===== config.mk =====
export PLATFORM = sky130hd
export DESIGN_NAME = cpu7_csr_wrarb
export DESIGN_NICKNAME = d
export VERILOG_FILES = /design/src/rtl/cpu7_csr_wrq.sv /design/src/rtl/cpu7_csr_wrarb.sv
export VERILOG_INCLUDE_DIRS = /design/src /design/src/rtl
export SDC_FILE = /design/constraint.sdc
export NUM_CORES = 1
export LEC_CHECK = 0
export BUFFER_PORTS_ARGS = -buffer_cell sky130_fd_sc_hd__buf_4
export CORE_MARGIN = 1
export CORE_UTILIZATION = 35
export CTS_CLUSTER_DIAMETER = 50
export CTS_CLUSTER_SIZE = 28
export DETAILED_ROUTE_END_ITERATION = 10
export GPL_ROUTABILITY_DRIVEN = 0
export GPL_TIMING_DRIVEN = 0
export PLACE_DENSITY = 0.68
export RECOVER_POWER = 25
export SKIP_CTS_REPAIR_TIMING = 1
export SKIP_LAST_GASP = 1
export SLEW_MARGIN = 5
export SYNTH_ARGS = -nofsm -noshare
export SYNTH_HDL_FRONTEND = slang
export SYNTH_SLANG_ARGS = --single-unit

===== constraint.sdc =====
create_clock -name clk -period 2.31 [get_ports clk]
set_input_delay 0.462 -clock clk [delete_from_list [all_inputs] [get_ports clk]]
set_output_delay 0.462 -clock clk [all_outputs]
set_load 0.1 [all_outputs]

===== src/rtl/common.vh =====
// Shared build-time defaults for the CPU7 core.
// CSR address width and CSR write-queue depth.
`ifndef COMMON_VH
`define COMMON_VH
`define LSOC1K_CSR_BIT 14
`define CSR_WRQ_DEPTH 2
`endif


===== src/rtl/cpu7_csr_wrq.sv =====
// CSR pipeline-write FIFO with per-entry address compare.
// Enqueue on a full queue is accepted only when the head leaves.
`include "common.vh"
module cpu7_csr_wrq #(
   parameter int DEPTH = `CSR_WRQ_DEPTH,
   parameter int AW    = `LSOC1K_CSR_BIT,
   localparam int PW   = $clog2(DEPTH),
   localparam int CW   = PW + 1
) (
   input  logic             clk,
   input  logic             reset,
   input  logic             enq,
   input  logic [AW-1:0]    enq_addr,
   input  logic [31:0]      enq_data,
   input  logic             deq,
   input  logic [AW-1:0]    cmp_addr,
   output logic [AW-1:0]    head_addr,
   output logic [31:0]      head_data,
   output logic [CW-1:0]    count,
   output logic             full,
   output logic             empty,
   output logic [DEPTH-1:0] hit
);
   logic [AW-1:0]    addr_q [DEPTH];
   logic [31:0]      data_q [DEPTH];
   logic [DEPTH-1:0] vld_q;
   logic [PW-1:0]    wr_ptr;
   logic [PW-1:0]    rd_ptr;
   logic             enq_ok;

   assign full      = (count == CW'(DEPTH));
   assign empty     = (count == '0);
   assign enq_ok    = enq && (!full || deq);
   assign head_addr = addr_q[rd_ptr];
   assign head_data = data_q[rd_ptr];

   always_comb begin
      hit = '0;
      for (int i = 0; i < DEPTH; i++)
         hit[i] = vld_q[i] && (addr_q[i] == cmp_addr);
   end

   always_ff @(posedge clk) begin
      if (reset) begin
         vld_q  <= '0;
         wr_ptr <= '0;
         rd_ptr <= '0;
         count  <= '0;
      end else begin
         if (deq) begin
            vld_q[rd_ptr] <= 1'b0;
            rd_ptr        <= rd_ptr + 1'b1;
         end
         // set after clear so a full-queue swap keeps the slot valid
         if (enq_ok) begin
            vld_q[wr_ptr] <= 1'b1;
            wr_ptr        <= wr_ptr + 1'b1;
         end
         case ({enq_ok, deq})
            2'b10:   count <= count + 1'b1;
            2'b01:   count <= count - 1'b1;
            default: count <= count;
         endcase
      end
   end

   always_ff @(posedge clk) begin
      if (enq_ok) begin
         addr_q[wr_ptr] <= enq_addr;
         data_q[wr_ptr] <= enq_data;
      end
   end
endmodule


===== src/rtl/cpu7_csr_wrarb.sv =====
// CSR write-port arbiter: pipeline write queue vs hardware updates,
// round-robin on conflict, registered write port and read-hazard hold.
`include "common.vh"
module cpu7_csr_wrarb #(
   parameter int QDEPTH = `CSR_WRQ_DEPTH,
   parameter int CSRW   = `LSOC1K_CSR_BIT
) (
   input  logic            clk,
   input  logic            reset,
   input  logic            pipe_wr_vld,
   input  logic [CSRW-1:0] pipe_wr_addr,
   input  logic [31:0]     pipe_wr_data,
   input  logic            hw_wr_vld,
   input  logic [CSRW-1:0] hw_wr_addr,
   input  logic [31:0]     hw_wr_data,
   output logic            hw_wr_rdy,
   input  logic [CSRW-1:0] csr_raddr_d,
   output logic            csr_rd_hold,
   output logic            pipe_stall,
   output logic            csr_we,
   output logic [CSRW-1:0] csr_waddr,
   output logic [31:0]     csr_wdata,
   output logic            wrarb_idle,
   output logic            ovf_err
);
   localparam int CW = $clog2(QDEPTH) + 1;

   logic [CSRW-1:0]   q_addr;
   logic [31:0]       q_data;
   logic [CW-1:0]     q_count;
   logic              q_full;
   logic              q_empty;
   logic [QDEPTH-1:0] q_hit;
   logic              grant_q;
   logic              grant_hw;
   logic              last_hw;

   cpu7_csr_wrq #(.DEPTH(QDEPTH), .AW(CSRW)) u_wrq (
      .clk      (clk),
      .reset    (reset),
      .enq      (pipe_wr_vld),
      .enq_addr (pipe_wr_addr),
      .enq_data (pipe_wr_data),
      .deq      (grant_q),
      .cmp_addr (csr_raddr_d),
      .head_addr(q_addr),
      .head_data(q_data),
      .count    (q_count),
      .full     (q_full),
      .empty    (q_empty),
      .hit      (q_hit)
   );

   // last_hw=1 means the hw side won last, so the queue goes next
   always_comb begin
      grant_q  = 1'b0;
      grant_hw = 1'b0;
      if (!reset) begin
         case ({!q_empty, hw_wr_vld})
            2'b10:   grant_q  = 1'b1;
            2'b01:   grant_hw = 1'b1;
            2'b11: begin
               grant_q  = last_hw;
               grant_hw = !last_hw;
            end
            default: ;
         endcase
      end
   end

   assign hw_wr_rdy  = grant_hw;
   assign pipe_stall = q_full;
   assign wrarb_idle = q_empty && !hw_wr_vld && !csr_we;

   assign csr_rd_hold = (|q_hit)
                     || (hw_wr_vld && (hw_wr_addr == csr_raddr_d))
                     || (csr_we && (csr_waddr == csr_raddr_d));

   always_ff @(posedge clk) begin
      if (reset) begin
         csr_we    <= 1'b0;
         csr_waddr <= '0;
         csr_wdata <= '0;
         last_hw   <= 1'b1;
         ovf_err   <= 1'b0;
      end else begin
         csr_we <= grant_q || grant_hw;
         if (grant_q) begin
            csr_waddr <= q_addr;
            csr_wdata <= q_data;
         end else if (grant_hw) begin
            csr_waddr <= hw_wr_addr;
            csr_wdata <= hw_wr_data;
         end
         if (grant_q || grant_hw)
            last_hw <= grant_hw;
         if (pipe_wr_vld && q_full && !grant_q)
            ovf_err <= 1'b1;
      end
   end
endmodule

Yosys cells after proc, flatten, opt, wreduce, memory -nomap -nowiden
Memory sizes are Yosys's and may differ from the RTL's. A register that Yosys moved wholly into a read port is not among the register bits.
Index checks and enable logic that the tools add are counted.
{ "totals": {"mem_bits_rw": 92, "memories": 2, "reg_bits": 55, "input_bits": 110} }
{ "mem_list": {"columns": ["name", "depth", "word_bits", "rd", "rd_ports_with_merged_regs", "write_ports", "line", "text"], "rows": [
  ["u_wrq.data_q", 2, 32, 1, 1, 1, "cpu7_csr_wrq.sv:25", "logic [31:0] data_q [DEPTH];"],
  ["u_wrq.addr_q", 2, 14, 3, 1, 1, "cpu7_csr_wrq.sv:24", "logic [AW-1:0] addr_q [DEPTH];"]
]} }
{ "classes": {"add_sub_neg": 4, "n_eq_ne": 10, "bitwise": 3, "n_reduce_logical": 25, "muxes": 22, "magnitude_cmp": 4} }
{ "ops": {"columns": ["cell", "n"], "rows": [
  ["2-to-1 mux 32 bit", 2],
  ["equality test 14 bit", 4],
  ["2-to-1 mux 14 bit", 2],
  ["logical AND 1 bit", 11],
  ["2-to-1 mux 1 bit", 10],
  ["equality test 2 bit (second input constant)", 4],
  ["logical NOT 1 bit", 6],
  ["2-to-1 mux 2 bit", 3],
  ["equality test 2 x 1 -> 1 bit (second input constant)", 2],
  ["logical OR 1 bit", 4],
  ["less-than comparator 1 x 2 -> 1 bit (second input constant)", 2],
  ["case mux 1 bit (2 select lines)", 2],
  ["case mux 2 bit (2 select lines)", 1],
  ["nonzero test 2 bit", 2],
  ["adder 1 bit (second input constant)", 2],
  ["adder 2 x 1 -> 2 bit (second input constant)", 1],
  ["AND 2 bit", 1],
  ["demux 1 bit (select 1 bit)", 2],
  [">= comparator 1 bit (second input constant)", 2],
  ["logical NOT 2 bit", 1],
  ["NOT 2 bit", 1],
  ["OR 2 bit", 1],
  ["OR reduction 2 bit", 1],
  ["subtractor 2 x 1 -> 2 bit (second input constant)", 1]
]} }

Depth between registers and ports, before layout
{ "depth": {"depth_word": 10, "ltp_mapped": 10, "depth_no_buf": 7} }

Cells and area by module
A second synthesis with hierarchy kept.
{ "hier_totals": {"cells_unflattened": 527, "hier_area_um2": 6343.6} }
{ "by_module_without_submodules": {"columns": ["module", "n_inst", "area_per_inst_um2", "cells_each", "seq_area_each_um2"], "rows": [
  ["cpu7_csr_wrq", 1, 3930.0, 216, 2902.8],
  ["cpu7_csr_wrarb", 1, 2413.6, 311, 980.9]
]} }

Worst setup path after synthesis
No wires, ideal clock.
{ "synth_timing": {"kind": "reg2reg", "start": "reg u_wrq.count[1]", "end": "mem u_wrq.addr_q[0][0] (netlist bit) (enable)", "stages_incl_launch_ff": 5, "setup_time_ns": 0.464, "t_required_ns": 1.846, "slack_ns": -1.180, "arrival_time_ns": 3.026, "period_less_slack_ns": 3.490, "path_cell_list": "dfxtp_1 nor2b_1 o21ai_0 nand3b_1 inv_1"} }
{ "synth_via": {"elab_cells_between_ends": 12, "classes_between": "3 x eq/ne; 4 x mux; 5 x reduce/logical"} }
{ "synth_lines": {"columns": ["element", "line", "text"], "rows": [
  ["start: declaration", "cpu7_csr_wrq.sv:19", "output logic [CW-1:0] count,"],
  ["start signal: assignment", "cpu7_csr_wrq.sv:60", "2'b10: count <= count + 1'b1;"],
  ["start signal: assignment", "cpu7_csr_wrq.sv:61", "2'b01: count <= count - 1'b1;"],
  ["start signal: assignment", "cpu7_csr_wrq.sv:62", "default: count <= count;"],
  ["equality test 2 bit", "cpu7_csr_wrq.sv:31", "assign full = (count == CW'(DEPTH));"],
  ["via pipe_stall", "cpu7_csr_wrarb.sv:19", "output logic pipe_stall,"],
  ["logical NOT 1 bit", "cpu7_csr_wrq.sv:33", "assign enq_ok = enq && (!full || deq);"],
  ["logical OR 1 bit", "cpu7_csr_wrq.sv:33", null],
  ["logical AND 1 bit", "cpu7_csr_wrq.sv:33", null],
  ["2-to-1 mux 1 bit", "cpu7_csr_wrq.sv:68", "if (enq_ok) begin"],
  ["2-to-1 mux 1 bit (implied by the code)", "cpu7_csr_wrq.sv:69", "addr_q[wr_ptr] <= enq_addr;"],
  ["end: declaration", "cpu7_csr_wrq.sv:24", null]
]} }
The timed path passes the listed nets, and every way through them passes these cells.

Worst setup path after layout
{ "layout_timing": {"start": "reg u_wrq.count[0]", "end": "out hw_wr_rdy"} }
{ "layout_via": {"elab_chain_len": 5, "elab_cells_between_ends": 6, "classes_between": "2 x eq/ne; 2 x mux; 2 x reduce/logical"} }
{ "layout_rtl": {"columns": ["element", "line", "text"], "rows": [
  ["logical NOT 2 bit (*)", "cpu7_csr_wrq.sv:32", "assign empty = (count == '0);"],
  ["logical NOT 1 bit (*)", "cpu7_csr_wrarb.sv:59", "case ({!q_empty, hw_wr_vld})"],
  ["equality test 2 bit or equality test 2 x 1 -> 1 bit (tied branches)", "cpu7_csr_wrarb.sv:59", null],
  ["case mux 1 bit (2 select lines) (*)", "cpu7_csr_wrarb.sv:59", null],
  ["2-to-1 mux 1 bit (*)", "cpu7_csr_wrarb.sv:58", "if (!reset) begin"],
  ["end: declaration", "cpu7_csr_wrarb.sv:16", "output logic hw_wr_rdy,"]
]} }
Every way passes the cells marked *; elsewhere a longest branch is shown, timed or not.

==> summary.txt <==
Detail Route Antenna Nets: 0
Clock Tree Root: clkbuf_16
Power Density: 1330 nW/um^2
initial antenna violation count: 1
die width: 136 um
number of max-cap violations: 0
Synth area leaders: edfxtp_1 44%, dfxtp_1 18%, xnor2_1 8.0%
Mapped Cells: 531
Period minus WS final: 2390 ps
f_max: 418 MHz
sequential cell area fraction in the yosys report: 61.4%
Final setup viols: 3
final period utilization: 103%
first-pass GRT wire length: 26,300 um
DRT Pass-1 Iters: 5
post-DP HPWL: 12,700 um
Syn Area/Cell: 11.9 um^2
Total GRT Usage: 19.3%
Clock Skews: 7.48 ps
Post-Syn Area: 6320 um^2
number of buffers created by CTS: 17
pre-CTS WS: -382 ps
Final Util: 48.3%
commonest non-fill, non-tap cell in the layout: buf_4
setup TNS: -169 ps
Min Hold Slack: 233 ps
Worst Hold Class: in2reg
Worst VDD drop: 0.699 mV
DP Cell Count: 904
actual slew at the worst max-slew pin: 699 ps
Starting Density: 36.2%
Hold Fails Final Rpt: 0
CTS HTree Levels: 4
placed inst area: 7770 um^2
startpoint types: flip-flop
non-filler cells, final: 938
P_leak: 3.03 nW
# diodes: 0
flop and latch count out of synthesis: 148
die height: 136 um
CP Data Required Time: 1850 ps
CP max FO: 10
GR Overflow Total: 0
wire per inst: 18.9 um
io pins: 162
CTS clk-pin slew, worst paths: 60 ps
core area: 17,500 um^2
CP Class: reg2out
Max-slew headroom: 53.4%
warning count from the yosys run: 0
fillcell total: 1,576
status: finished with violations
Final Power: 11.2 mW
Iter 0 DRT Violations: 273
pin count of the biggest net entering global routing: 47
# rows: 48
die area: 18,600 um^2
vias post-DR: 4,877
Worst Setup End Kind: output pin
share of the synthesized area in the top cell type: 43.7%
Final Max Tran Viols: 0
setup ws final: -80.7 ps
Port-buffer cells: 147
Netlist cell types: 32
fraction of final layout cells sized beyond drive strength 1: 32.1%
RSZ-0062 raised after global routing: yes
area grow syn2layout: 33.4%
syn_nets: 642
post-route cell area: 8440 um^2
average vias per placed instance: 5.20
nets: 811
CTS tree: built
failing checks: negative setup slack
DRC violations left: 0
commonest non-fill, non-tap cells in the layout: 112 x buf_4, 92 x edfxtp_1, 82 x nand2_1, 53 x xnor2_1, 39 x dfxtp_1
CP arrival: 1930 ps
Clock Path Buffers: 2
vias in the first global route: 5,011
final WL: 17,700 um
area leader, netlist: edfxtp_1
worst skew pair latency: 420 ps
TritonCTS Sinks: 148
## registers in the layout, summed over array words and instances, names as in the netlist, named ones only
name	flops
last_hw	1
u_wrq.data_q	64
csr_wdata	32
csr_waddr	14
u_wrq.wr_ptr	1
csr_we	1
u_wrq.vld_q	2
u_wrq.count	2
u_wrq.addr_q	28
ovf_err	1
u_wrq.rd_ptr	1
## cells in the mapped netlist, drive strengths merged
cell type   n
nor2        5
nand3       6
nand4      12
or3b        1
xnor2      58
clkbuf     31
or2         1
a21bo       1
edfxtp     92
a21oi      15
nor2b      37
inv         7
mux2i      11
dfxtp      56
or4         1
o21ai       6
nor3        2
xor2        1
a211oi     35
a31oi       1
nor4        4
nand3b      1
ha          1
a311oi     35
or3         1
nand2      82
buf        17
a2bb2oi    11
## path summary, 6_finish.rpt
kind                                         to  slack, ps  depth (start not counted)                        start
setup / recovery                      hw_wr_rdy        -80                          6  u_wrq.count[0]$_SDFFE_PP0P_
hold / removal    u_wrq.data_q[1][29]$_DFFE_PP_        230                          1             pipe_wr_data[29]
setup reg to reg    u_wrq.count[1]$_SDFFE_PP0P_        -50                          8  u_wrq.count[0]$_SDFFE_PP0P_
hold reg to reg      csr_wdata[23]$_SDFFE_PP0P_        450                          2   csr_wdata[23]$_SDFFE_PP0P_
## layout make-up
type | count | area [um^2] | area share [%]
Timing Repair Buffer | 151 | 1140 | 13.5
Sequential cell | 148 | 3910 | 46.3
Buffer | 46 | 233 | 2.76
Tap cell | 225 | 282 | 3.34
Inverter | 7 | 30.0 | 0.356
Timing Repair inverter | 1 | 7.51 | 0.0890
Clock buffer | 18 | 439 | 5.21
Clock inverter | 14 | 154 | 1.82
Multi-Input combinational cell | 328 | 2250 | 26.7
## cell families (layout without fill, tap and decap cells)
group,count (synthesis),count (layout),share of synthesized area (%)
mux,11,11,1.74
compound gates,104,104,12.6
flops,148,148,61.4
buf+inv,55,237,4.22
simple gates,153,153,11.6
xor+xnor,59,59,8.17
fa+ha+maj,1,1,0.198
## worst max-delay path, stage by stage (launching register included)
cell and delay, ps:
dfxtp_2 360, o21ai_0 220, nand3_2 120, inv_1 80, buf_4 190, buf_2 270
buf_6 260
## routing by layer
| metal | wire length, um | global-route usage, % | part of all wire, % |
|---|---|---|---|
| met1 | 7320 | 22.6 | 41 |
| met2 | 8990 | 33.9 | 51 |
| met3 | 1040 | 4.62 | 5.9 |
| met4 | 347 | 7.53 | 2.0 |
| met5 | 17 | 0 | 0.096 |
## power by group
group	internal, mW	switching [mW]
sequential	3.36	0.309
combinational	1.25	3.52
clock	1.63	1.12
total	6.24	4.95
(Power assumes the default switching activity.)
